### src/rtl/conv_layer_sequencer.sv
// conv_layer_sequencer: per-layer scheduler for weight fill, data fill, array compute and output drain.
// Optional watchdog and ERR state are built when SEQ_TIMEOUT_EN is defined.
module conv_layer_sequencer #(
    parameter int dim_data_size = 16,
    parameter int addr_width    = 15,
    parameter int array_size    = 9,
    parameter int max_layers    = 4,
    localparam int lw = $clog2(max_layers),
    localparam int cw = 2 * dim_data_size
) (
    input  logic                     clk,
    input  logic                     reset,
    input  logic                     cfg_we,
    input  logic [lw-1:0]            cfg_layer,
    input  logic [addr_width-1:0]    cfg_weight_addr,
    input  logic [dim_data_size-1:0] cfg_weight_size,
    input  logic [dim_data_size-1:0] cfg_filters,
    input  logic [dim_data_size-1:0] cfg_input_size,
    input  logic [lw:0]              num_layers,
    input  logic                     start,
    output logic                     sub_reset_n,
    output logic                     wf_enable,
    input  logic                     wf_done,
    output logic [addr_width-1:0]    wf_initial_address,
    output logic [dim_data_size-1:0] wf_weight_size,
    output logic [dim_data_size-1:0] wf_number_filters,
    output logic                     df_enable,
    input  logic                     df_done,
    output logic                     array_enable,
    output logic                     od_enable,
    input  logic                     od_done,
    output logic [lw-1:0]            layer_idx,
    output logic                     busy,
    output logic                     all_done,
    output logic                     error
);
    typedef enum logic [3:0] {
        IDLE, SUB_RST, WF_RUN, DF_RUN, COMPUTE, DRAIN, NEXT, DONE
`ifdef SEQ_TIMEOUT_EN
        , ERR
`endif
    } state_t;

    state_t                  state_q, state_d;
    logic [lw-1:0]           layer_q, layer_d;
    logic [lw:0]             count_q;
    logic [cw-1:0]           cnt_q, side, c_val;
    logic [addr_width-1:0]   tab_addr_q [max_layers];
    logic [dim_data_size-1:0] tab_k_q [max_layers];
    logic [dim_data_size-1:0] tab_f_q [max_layers];
    logic [dim_data_size-1:0] tab_n_q [max_layers];
    logic [addr_width-1:0]   addr_q;
    logic [dim_data_size-1:0] k_q, f_q, n_q;
    logic                    srst_q, wf_en_q, df_en_q, ar_en_q, od_en_q, busy_q, done_q, skip;

    // N >= K is guaranteed once a layer is not skipped, so the subtraction cannot wrap
    assign side  = cw'(n_q - k_q) + cw'(1);
    assign c_val = side * side + cw'(2 * array_size - 2);
    assign skip  = (tab_k_q[layer_q] == '0) || (tab_f_q[layer_q] == '0) || (tab_n_q[layer_q] < tab_k_q[layer_q]);

`ifdef SEQ_TIMEOUT_EN
    logic [19:0] wd_q;
    logic        err_q, watched;
    assign watched = (state_q == WF_RUN) || (state_q == DF_RUN) || (state_q == DRAIN);
    always_ff @(posedge clk or negedge reset) begin
        if (!reset) begin
            wd_q  <= '0;
            err_q <= 1'b0;
        end else begin
            wd_q  <= (state_d != state_q || !watched) ? '0 : wd_q + 20'd1;
            err_q <= err_q | (state_d == ERR);
        end
    end
    assign error = err_q;
`else
    assign error = 1'b0;
`endif

    always_comb begin
        state_d = state_q;
        layer_d = layer_q;
        case (state_q)
            IDLE: if (start) begin
                // a zero-layer run passes through NEXT, which falls straight to DONE
                state_d = (num_layers == '0) ? NEXT : SUB_RST;
                layer_d = '0;
            end
            SUB_RST: state_d = skip ? NEXT : WF_RUN;
            WF_RUN:  state_d = wf_done ? DF_RUN : WF_RUN;
            DF_RUN:  state_d = df_done ? COMPUTE : DF_RUN;
            COMPUTE: state_d = (cnt_q == '0) ? DRAIN : COMPUTE;
            DRAIN:   state_d = od_done ? NEXT : DRAIN;
            NEXT: if (({1'b0, layer_q} + (lw+1)'(1)) < count_q) begin
                state_d = SUB_RST;
                layer_d = layer_q + lw'(1);
            end else begin
                state_d = DONE;
            end
            DONE:    state_d = IDLE;
            default: state_d = state_q;
        endcase
`ifdef SEQ_TIMEOUT_EN
        if (watched && wd_q == '1) state_d = ERR;
`endif
    end

    always_ff @(posedge clk or negedge reset) begin
        if (!reset) begin
            state_q <= IDLE;
            layer_q <= '0;
            count_q <= '0;
            cnt_q   <= '0;
            addr_q  <= '0;
            k_q     <= '0;
            f_q     <= '0;
            n_q     <= '0;
            srst_q  <= 1'b1;
            wf_en_q <= 1'b0;
            df_en_q <= 1'b0;
            ar_en_q <= 1'b0;
            od_en_q <= 1'b0;
            busy_q  <= 1'b0;
            done_q  <= 1'b0;
            for (int i = 0; i < max_layers; i++) begin
                tab_addr_q[i] <= '0;
                tab_k_q[i]    <= '0;
                tab_f_q[i]    <= '0;
                tab_n_q[i]    <= '0;
            end
        end else begin
            state_q <= state_d;
            layer_q <= layer_d;
            if (state_q == IDLE && start) count_q <= num_layers;
            if (state_q == IDLE && cfg_we) begin
                tab_addr_q[cfg_layer] <= cfg_weight_addr;
                tab_k_q[cfg_layer]    <= cfg_weight_size;
                tab_f_q[cfg_layer]    <= cfg_filters;
                tab_n_q[cfg_layer]    <= cfg_input_size;
            end
            if (state_q == SUB_RST) begin
                addr_q <= tab_addr_q[layer_q];
                k_q    <= tab_k_q[layer_q];
                f_q    <= tab_f_q[layer_q];
                n_q    <= tab_n_q[layer_q];
            end
            cnt_q   <= (state_q == COMPUTE) ? cnt_q - cw'(1) : c_val - cw'(1);
            srst_q  <= state_d != SUB_RST;
            wf_en_q <= state_d == WF_RUN;
            df_en_q <= state_d == DF_RUN;
            ar_en_q <= state_d == COMPUTE;
            od_en_q <= state_d == DRAIN;
            busy_q  <= state_d != IDLE;
            done_q  <= state_d == DONE;
        end
    end

    assign sub_reset_n        = srst_q;
    assign wf_enable          = wf_en_q;
    assign df_enable          = df_en_q;
    assign array_enable       = ar_en_q;
    assign od_enable          = od_en_q;
    assign busy               = busy_q;
    assign all_done           = done_q;
    assign layer_idx          = layer_q;
    assign wf_initial_address = addr_q;
    assign wf_weight_size     = k_q;
    assign wf_number_filters  = f_q;
endmodule
### config.mk
export PLATFORM = sky130hd
export DESIGN_NAME = conv_layer_sequencer
export DESIGN_NICKNAME = d
export VERILOG_FILES = /design/src/rtl/conv_layer_sequencer.sv
export SDC_FILE = /design/constraint.sdc
export NUM_CORES = 1
export LEC_CHECK = 0
export CORE_MARGIN = 8
export CORE_UTILIZATION = 45
export DETAILED_ROUTE_END_ITERATION = 10
export GPL_TIMING_DRIVEN = 0
export HOLD_SLACK_MARGIN = 0.15
export PLACE_DENSITY_LB_ADDON = 0.08
export SLEW_MARGIN = 30
export SYNTH_ARGS = -nofsm -noshare
export SYNTH_HDL_FRONTEND = slang
export SYNTH_SLANG_ARGS = --single-unit
### constraint.sdc
create_clock -name clk -period 11.26 [get_ports clk]
set_clock_uncertainty 0.15 [all_clocks]
set_input_delay 3.378 -clock clk [delete_from_list [all_inputs] [get_ports clk]]
set_output_delay 3.378 -clock clk [all_outputs]
set_load 0.02 [all_outputs]
## Word level (Yosys, flattened, before mapping)

Index checks and enable logic that the tools add are counted.

- Logic and storage cells: 107
- Output and inout port bits: 57
- Register bits after elaboration: 363

- Multiply operators: 1
- Reduce and logical (&&, ||, !) cells: 13
- Equal/unequal tests: 15
- $add $sub $neg: 7
- Multiplexer cells: 33
- $lt $le $gt $ge: 5
- Bitwise logic cells: 2

Operator list:

| operator | count |
|---|---|
| $bwmux W64 | 3 |
| $mux W16 | 7 |
| $bmux W16 S2 | 3 |
| $sub A32 B1 Y32 const B | 2 |
| $bwmux W60 | 1 |
| $mux W15 | 3 |
| $add A32 B5 Y32 const B | 1 |
| $demux W16 S2 | 1 |
| $logic_not A16 Y1 | 2 |
| $logic_not A32 Y1 | 1 |
| $mul A18 B18 Y32 | 1 |
| $mux W32 | 1 |
| $pmux W4 S8 | 1 |
| $bmux W15 S2 | 1 |
| $demux W15 S2 | 1 |
| $eq A4 B3 Y1 const B | 7 |
| $add A17 B2 Y18 const B | 1 |
| $sub A16 B16 Y17 | 1 |
| $eq A4 B2 Y1 const B | 4 |
| $lt A16 B16 Y1 | 1 |
| $mux W3 | 4 |
| $ge A3 B3 Y1 const B | 2 |
| $mux W2 | 3 |
| $not A2 Y3 | 2 |
| other kinds (17) | 22 |

## Longest topological paths before layout

- Word-level depth: 10
- Mapped depth: 39
- Mapped depth without buffers: 37

## Least setup slack after synthesis

Ideal clock, no wire load.

- Kind: reg2reg
- From: register k_q[0], in the netlist wf_weight_size[0]
- To: register cnt_q[31]
- Required time: 10985 ps
- Path slack: 2536 ps
- Cell stages (with the launch flop): 36
- Period minus slack after synthesis: 8724 ps
- Data arrival time: 8450 ps
- Buffers on the path: 1
- Library setup time: 125 ps
- Cell sequence: dfrtp_1 ha_1 fa_1 nand2b_1 a21oi_1 xor2_1 nand4_1 nor4_2 and2_1 xor2_2 inv_1 buf_2 nor2_1 inv_1 fa_1 inv_1 fa_1 inv_1 fa_1 inv_1 fa_1 fa_1 inv_1 fa_1 inv_1 ha_1 a21o_1 or2_2 a31oi_1 o21ai_0 a31oi_1 o31a_1 a21oi_1 a31o_2 xnor2_1 mux2_2

- Cells in the longest elaborated chain, start to end: 6

RTL lines:

| what | RTL line | source |
|---|---|---|
| from (decl) | 53 | `logic [dim_data_size-1:0] k_q, f_q, n_q;` |
| from (signal assigned) | 142 | `k_q <= tab_k_q[layer_q];` |
| $sub A16 B16 Y17 | 57 | `assign side = cw'(n_q - k_q) + cw'(1);` |
| $add A17 B2 Y18 | 57 |  |
| $mul A18 B18 Y32 | 58 | `assign c_val = side * side + cw'(2 * array_size - 2);` |
| $add A32 B5 Y32 | 58 |  |
| $sub A32 B1 Y32 | 146 | `cnt_q <= (state_q == COMPUTE) ? cnt_q - cw'(1) : c_val - cw'(1);` |
| $mux W32 | 146 |  |
| to (signal assigned) | 146 |  |
| to (decl) | 47 | `logic [cw-1:0] cnt_q, side, c_val;` |

No other way between the ends.
A chain may end at the register's enable or synchronous reset.

## Worst setup path after layout

- From: register k_q[0], in the netlist wf_weight_size[0]
- To: register cnt_q[30]

Same word-level chain as after synthesis.

==> run metrics <==
core area 0.06013 mm^2; fin nets 3030; max cap viols 0; hold path startpoint cnt_q[0]; Clk Latency, worst-skew pair 0.58 ns; register area share after synthesis 0.3338; net count after synthesis 2851; Critical Path Start wf_weight_size[0]; ys async rst share 1.000; largest net degree at the start of global routing 90; post-synthesis cell count 2377; area growth from synthesis to layout 14.90%; worst r2r dst cnt_q[30]; CP dominant cell by count fa_1; Worst Hold Class flop to flop; Reg2Reg Setup Slack 0.79 ns; RSZ-0062 raised after global routing no; CTS tree built; Die Area 0.06860 mm^2; vias per cell 5.275; Post-DP HPWL 55.08 mm; post-route ant nets 0; GRT Residual Overflow 0; Final GP Congestion 0.8799; Period minus WS final 10.47 ns; Die Height 261.9 um; TritonCTS Buffers 43; flops & latches, synth 363; Detailed Routing Iterations Pass 1 7; WS Path Type flop to flop; final WL 69.69 mm; DRT iter0 DRCs 1078; total track usage 0.2089; via count 17790; CP max stage cell clkbuf_1; Critical Path RT 11.54 ns; Post-synth EDFFs 0; Placement Setup Slack 0.5151 ns; Slew HR 0.3314; Worst setup EP type flop; io pins 132; WP data arrival 10.75 ns; setup ws final 0.7865 ns; crit-path max cell delay 0.59 ns; clk buf depth 3; H-tree depth 2; crit-path max FO 10; Rows 90; ys flop type dfrtp_1; drt wl/cell 20.66 um; Least-Margin Pin Slew 0.9921 ns; vias in the first global route 19650; global-route wire length before repair 111.0 mm; Die W 261.9 um; IO Port Bufs 130; layout cells sized above 1 0.1974; hold depth 1; endpoints failing setup 0; Remaining DRCs 0; RR Startpoint wf_weight_size[0]; Synth Cell Area 0.02722 mm^2; final hold viol count 0; Reg clk slew, reported paths 0.07 ns; startpoint types flop; period utilization 0.9301; clock sinks 363; Register-to-Register Path Depth 31; Avg Cell Area, Syn 11.45 um^2; initial core utilization 0.4526; status completed; synth unique cells 80; Final Slew Violations 0; YS warnings 0; Max Clk Rate 95.48 MHz; Root Buffer clkbuf_16; initial antenna violation count 8; WHS Endpoint cnt_q[0]
[critical path, delay by kind of cell (launching register included)]
family	cells	cell delay, ns
AO/OA/AOI/OAI	7	1.89
XOR/XNOR	2	0.61
adder cells (fa/ha/maj)	9	4.10
buffers and inverters	5	1.04
flip-flops	1	0.48
multiplexers	1	0.28
AND/OR/NAND/NOR	7	1.75
[metrics by stage]
stage               area (um^2)  std cells  utilization  setup TNS [ns]  hold WS, ns
global route              31270       3371       0.5200               0       0.3380
finish                    31270       3373       0.5201               0       0.3098
global placement          29500       3289       0.4905        -3294.24       0.3065
CTS                       31250       3372       0.5197               0       0.3164
detailed placement        29670       3294       0.4934               0       0.3085
floorplan                 27220       2377            -               0       0.2865
[routing by layer]
layer  wire, um  GRT usage  up-vias
met5         79          0        -
met4       1699    0.05328       12
met3       2834    0.03082      112
met2      36290     0.3821      348
met1      28790     0.2568     9186
li1           -          -     8136
[registers in the layout (all words and copies together), names as in the netlist]
register / flops
tab_f_q: 64
tab_k_q: 64
tab_n_q: 64
tab_addr_q: 60
cnt_q: 32
n_q: 16
wf_number_filters: 16
wf_weight_size: 16
wf_initial_address: 15
state_q: 4
count_q: 3
layer_idx: 2
all_done: 1
array_enable: 1
busy: 1
df_enable: 1
od_enable: 1
sub_reset_n: 1
wf_enable: 1
[cell usage after synthesis, drive strengths merged (7+ instances only)]
| cell | number | area (um^2) |
|---|---|---|
| a31oi | 8 | 56.30 |
| a21oi | 46 | 237.7 |
| buf | 19 | 98.84 |
| nor2 | 127 | 491.7 |
| nand2b | 23 | 143.9 |
| fa | 268 | 5365 |
| and3 | 10 | 68.82 |
| nand4 | 9 | 56.30 |
| ha | 131 | 1639 |
| xor2 | 39 | 375.4 |
| nor4 | 15 | 115.1 |
| xnor2 | 63 | 574.3 |
| mux4 | 63 | 1419 |
| o21a | 7 | 52.55 |
| nor2b | 8 | 50.05 |
| o21ai | 54 | 270.3 |
| or3 | 16 | 100.1 |
| clkbuf | 67 | 251.5 |
| nand2 | 156 | 588.1 |
| nand3 | 15 | 75.07 |
| nor3 | 25 | 160.2 |
| a211oi | 14 | 110.1 |
| and2 | 11 | 68.82 |
| mux2 | 302 | 3401 |
| dfrtp | 362 | 9059 |
| inv | 420 | 1577 |
| or2 | 8 | 50.05 |
| a21o | 28 | 210.2 |
[worst max path at each step]
stage	endpoint	depth (start not counted)
after global routing	cnt_q[30]	31
final	cnt_q[30]	31
after global placement	tab_addr_q[20]	1
after floorplan	cnt_q[31]	35
after detailed placement	cnt_q[31]	33
after CTS	cnt_q[30]	32
[what timing repair did]
action	4_1_cts	5_1_grt
hold buffers	0	0
setup endpoints to repair	0	2
gates resized for setup	0	1
buffers inserted	0	0
[cell families after synthesis]
logic type                 synth area share
buffers and inverters               0.07094
and+or+nand+nor                     0.07710
adders and majority gates            0.2574
muxes                                0.1789
DFF                                  0.3338
AOI/OAI and AO/OA                   0.04685
xor gates and xnor gates            0.03489
other                             0.0001378
[area by class of cell]
class                           count  area [um^2]
Multi-Input combinational cell   1507        16260
Antenna cell                        2        5.005
Buffer                             85        351.6
Clock inverter                     25        402.9
Timing Repair Buffer              135         1424
Tap cell                          782        978.4
Sequential cell                   363         9085
Inverter                          421         1580
Clock buffer                       53         1184
Fill cell                        5392        28860
[cell usage in the layout (no fill, tap or decap), types with 10 or more instances in the layout]
cell,count
clkbuf_1,68
dfrtp_1,362
nor2_1,125
or3_1,16
ha_1,131
nand2b_1,23
o21ai_0,52
nand3_1,15
inv_1,417
mux4_2,63
a211oi_1,13
and2_1,10
clkbuf_16,43
mux2_2,302
xor2_1,33
fa_1,268
nand2_1,155
a21oi_1,44
clkdlybuf4s50_1,129
buf_2,11
xnor2_1,57
a21o_1,28
nor3_1,16
nor4_1,12
Power is left out: the tool's default activity adds up to more than one toggle a clock period on the data nets, which glitch-free logic cannot reach.
==> variant 1, RTL diff (same settings) <==
Register the input `cfg_filters` before use, without a reset. The logic sees it one clock later. The other inputs are not delayed to match.
--- a/src/rtl/conv_layer_sequencer.sv
+++ b/src/rtl/conv_layer_sequencer.sv
@@ -40,6 +40,12 @@
         , ERR
 `endif
     } state_t;
+
+    logic [dim_data_size-1:0] cfg_filters_q;
+
+    always_ff @(posedge clk) begin
+        cfg_filters_q <= cfg_filters;
+    end
 
     state_t                  state_q, state_d;
     logic [lw-1:0]           layer_q, layer_d;
@@ -134,7 +140,7 @@
             if (state_q == IDLE && cfg_we) begin
                 tab_addr_q[cfg_layer] <= cfg_weight_addr;
                 tab_k_q[cfg_layer]    <= cfg_weight_size;
-                tab_f_q[cfg_layer]    <= cfg_filters;
+                tab_f_q[cfg_layer]    <= cfg_filters_q;
                 tab_n_q[cfg_layer]    <= cfg_input_size;
             end
             if (state_q == SUB_RST) begin
Check against the original RTL: not equivalent (Yosys sat finds a counterexample within 4 cycles, from zero or initial values and one cycle with reset low).
==> variant 1 against the original RTL <==
Synthesized area up 0.26%; cell area barely moved; routed wire length is 0.53% higher; worst setup slack worse by 0.074 ns; sequential cell count up 16; first-iteration DRC count shrank 14%; final cell count is 0.18% lower; utilization barely moved; critical path type unchanged; highest routed layer unchanged.
Power is left out: the tool's default activity adds up to more than one toggle a clock period on the data nets, which glitch-free logic cannot reach.
==> variant 1: results (changes against the original RTL) <==
status=completed; Max Used Layer=met5; initial antenna violation count=8 (unchanged); Worst R2R Path Depth=34 (+9.7%); routed wl met3=3548 um (+25%); reg-to-reg critical path endpoint=cnt_q[31]$_DFF_PN0_; worst-margin pin slew=0.9792 ns (-0.01291 ns); TritonCTS Buffers=43 (unchanged); R2R setup slack=0.71 ns (-0.07 ns); H-tree depth=2 (unchanged); critical path startpoint category=flop; vias in the first global route=19.57k (-0.37%); min-delay src=cnt_q[0]$_DFF_PN0_; WL met1=29140 um (+1.2%); R2R Path Start=wf_weight_size[0]$_DFFE_PN0P_; Worst path slowest cell=clkdlybuf4s15_1; Layout Nets=3024 (-0.20%); Crit Path Max Fanout=12 (+2); synth top area cells=dfrtp_1 33%, fa_1 20%, mux2_2 12%, ha_1 6.0%, inv_1 5.5%; final wirelength=70060 um (+0.53%); Synth async-reset ratio=95.78% (-4.2 points); hold path depth=1 (unchanged); Synth Area in XOR/XNOR=3.219% (-0.27 points); mux cell area share after synthesis=17.77% (-0.12 points); YS warnings=0 (unchanged); top cells by count, synth=402 x inv_1, 362 x dfrtp_1, 302 x mux2_2; WP data arrival=10.89 ns (+0.14 ns); synth unique cells=71 (-11%); Largest regs=tab_f_q (64), tab_k_q (64), tab_n_q (64); first-pass GRT wire length=111600 um (+0.54%); share of layout cells above drive strength 1=19.45% (-0.29 points); DRT Pass-1 Iters=5 (-2); top_reg_cell synth=dfrtp_1; CP top delay family=adder cells; Hold Path End=cnt_q[0]$_DFF_PN0_; Worst Hold Class=reg -> reg; clk_lat worst skew=0.57 ns; dpl hpwl=55450 um (+0.68%); Via Count=17.78k (-0.10%); Fillers=5384 (-0.15%); Clock Tree Buf Depth=3 (unchanged); CTS root buffer=clkbuf_16; pin count of the biggest net entering global routing=90 (unchanged); Clock Pin Slew Worst Setup and Hold Paths=0.06 ns; post-synthesis compound-gate area fraction=4.374% (-0.31 points); Total GRT Usage=20.57% (-0.32 points); syn_nets=2842 (-0.32%); sequential-to-total area share from yosys stat=34.47% (+1.1 points); adder-cell share of the synthesized area=25.67% (-0.067 points); GP Congestion=0.8567 (-2.6%); Critical Path Sink=cnt_q[31]$_DFF_PN0_; Buffers on Ports=130 (unchanged); critical path's largest stage delay=0.64 ns (+0.05 ns); routed length on met2=34640 um (-4.6%); initial drt markers=923 (-14%)
## variant 1: cell types whose count changed after synthesis, sizes merged, moves of 8 or more
| cell | change |
|---|---|
| a21oi | +20 |
| dfxtp | +16 |
| nor2 | -14 |
| a211oi | -12 |
| nand2b | -9 |
| buf | -8 |
| xnor2 | -8 |
## variant 1: what timing repair did
action | CTS | global route
setup buffers | 0 | 2
setup endpoints to repair | 3 | 5
resized for setup | 1 | 19
## variant 1: cells by family after synthesis
kind of cell    Yosys count
mux                     368
xor+xnor                 97
flops                   379
buf+inv                 502
other cells               1
simple gates            430
fa+ha+maj               399
compound gates          192
## variant 1: layout make-up
| cell class | instances | area share, % |
|---|---|---|
| repair buffers | 138 | 4.624 |
| plain buffers | 82 | 1.068 |
| clock inverters | 11 | 0.4840 |
| diodes | 4 | 0.03200 |
| multi-input cells | 1487 | 51.48 |
| flip-flops and latches | 379 | 30.07 |
| inverters | 419 | 5.028 |
| clock buffers | 65 | 4.088 |
| well taps | 782 | 3.128 |
## variant 1: stage by stage
| stage | util (%) | instances | instance area (um2) | worst slack, ns | hold slack (ns) |
|---|---|---|---|---|---|
| after detailed placement | 49.50 | 3286 | 29760 | -0.1061 | 0.3254 |
| after CTS | 51.89 | 3362 | 31200 | 0.04725 | 0.3315 |
| after floorplan | - | 2368 | 27290 | 2.005 | 0.2941 |
| after global placement | 49.17 | 3280 | 29570 | -8.944 | 0.3135 |
| after global routing | 52.01 | 3364 | 31270 | 0.07743 | 0.3606 |
| final | 52.02 | 3367 | 31280 | 0.7128 | 0.3266 |
## variant 1: routing by layer
metal | up-vias | track usage [%]
met5 | - | 0
met4 | 10 | 7.906
met3 | 125 | 4.032
met2 | 363 | 35.63
met1 | 9161 | 25.22
li1 | 8117 | -
==> variant 2, RTL diff (config.mk and constraints unchanged) <==
Made on the original files. `max_layers`: 4 -> 8.
--- a/src/rtl/conv_layer_sequencer.sv
+++ b/src/rtl/conv_layer_sequencer.sv
@@ -4,7 +4,7 @@
     parameter int dim_data_size = 16,
     parameter int addr_width    = 15,
     parameter int array_size    = 9,
-    parameter int max_layers    = 4,
+    parameter int max_layers    = 8,
     localparam int lw = $clog2(max_layers),
     localparam int cw = 2 * dim_data_size
 ) (
Ports: changed (resized cfg_layer, layer_idx and num_layers); port bits go from 132 to 135. The function was not compared with the original's and may differ.
==> variant 2 against the original RTL <==
Routed wire length rose by 56%; cell area grew 41%; count of clock-buffer cells in the layout up 49; synthesized area grew 42%; sequential cell count is 254 higher; fmax up 1.7%; via count increased by 41%; worst setup slack improved by 0.17 ns; largest cell class unchanged; highest routed layer unchanged.
Power is not shown: default switching activity piles up to over one toggle a cycle in this logic, so the estimate is an artifact.
==> variant 2: results (changes against the original RTL) <==
flip-flop and latch count=617 (+70%); Non-clock inverters=419 (-0.48%); Total GRT Usage=23.23% (+2.3 points); share of layout cells above drive strength 1=24.93% (+5.2 points); non-clk buf share=4.734% (-0.94 points); Worst R2R Path Depth=37 (+19%); WP data arrival=10.62 ns (-0.13 ns); status=completed; Largest regs=tab_f_q (128), tab_k_q (128), tab_n_q (128); sequential-to-total area share from yosys stat=39.96% (+6.6 points); worst-margin pin slew=1.094 ns (+0.1020 ns); Fillers=7425 (+38%); multi-input gates=1952 (+30%); vias in the first global route=27.82k (+42%); H-tree depth=3 (+1); Buffers, non-clock=276 (+25%); routed wl met3=5819 um (+110%); post-cts sizing count=0 (unchanged); Layout Nets=3814 (+26%); Via Count=25.12k (+41%); syn_nets=3600 (+26%); Worst Hold Class=reg -> reg; initial antenna violation count=14 (+6); final wirelength=108800 um (+56%); routed length on met2=53260 um (+47%); multi-input logic area=0.02115 mm2 (+30%); M3 GR Usage=4.560% (+1.5 points); CP startpoint=wf_weight_size[0]$_DFFE_PN0P_; ClkCell Share=5.426% (+0.35 points); top cells by count, synth=616 x dfrtp_1, 537 x mux2_2, 412 x inv_1; critical path's largest stage delay=0.56 ns (-0.03 ns); synth top area cells=dfrtp_1 40%, mux2_2 16%, fa_1 14%, mux4_2 7.3%, ha_1 4.3%; Worst path slowest cell=xnor2_2; clock buf count=102 (+92%); reg-to-reg critical path endpoint=cnt_q[29]$_DFF_PN0_; TritonCTS Buffers=71 (+65%); met1 GRT Util=30.55% (+4.9 points); DRT Pass-1 Iters=5 (-2); CTS root buffer=clkbuf_16; initial drt markers=1636 (+52%); R2R setup slack=0.96 ns (+0.17 ns); synth unique cells=73 (-8.8%); WL met1=46320 um (+61%); met2 Resource Use GR=38.73% (+0.52 points); YS warnings=0 (unchanged); clk_lat worst skew=0.61 ns (+0.03 ns); antenna cell count=4 (+2); pin count of the biggest net entering global routing=94 (+4.4%); first-pass GRT wire length=169000 um (+52%); Buffers on Ports=133 (+2.3%)
[variant 2: logic make-up (layout without fill, tap and decap cells)]
| kind of cell | Yosys count | after routing | synth area share [%] |
|---|---|---|---|
| other | 1 | 5 | 0.009704 |
| buffers and inverters | 554 | 817 | 5.449 |
| XOR/XNOR | 97 | 97 | 2.292 |
| adder cells (fa/ha/maj) | 400 | 400 | 18.16 |
| AND/OR/NAND/NOR | 497 | 497 | 6.013 |
| AO/OA/AOI/OAI | 242 | 242 | 3.782 |
| multiplexers | 715 | 715 | 24.34 |
| flip-flops | 617 | 617 | 39.96 |
[variant 2: how the worst min path moves through the flow]
| stage | start | end | slack, ns | depth (start not counted) |
|---|---|---|---|---|
| final | tab_n_q[83]$_DFFE_PN0P_ | tab_n_q[83]$_DFFE_PN0P_ | 0.35 | 1 |
| after global routing | tab_addr_q[80]$_DFFE_PN0P_ | tab_addr_q[80]$_DFFE_PN0P_ | 0.35 | 1 |
| after CTS | tab_n_q[83]$_DFFE_PN0P_ | tab_n_q[83]$_DFFE_PN0P_ | 0.35 | 1 |
| after detailed placement | tab_addr_q[80]$_DFFE_PN0P_ | tab_addr_q[80]$_DFFE_PN0P_ | 0.34 | 1 |
| after global placement | tab_f_q[6]$_DFFE_PN0P_ | tab_f_q[6]$_DFFE_PN0P_ | 0.33 | 1 |
| after floorplan | state_q[3]$_DFF_PN0_ | df_enable$_DFF_PN0_ | 0.31 | 1 |
[variant 2: per-stage QoR]
stage	util, %	instances	cell area (um2)	setup slack [ns]	hold slack [ns]
after detailed placement	48.95	4408	41680	1.132	0.3370
after CTS	51.76	4530	44070	1.061	0.3490
after global placement	48.63	4400	41410	-19.50	0.3310
after global routing	51.77	4532	44080	0.5194	0.3515
final	51.78	4534	44090	0.9587	0.3470
after floorplan	-	3123	38640	2.521	0.3106
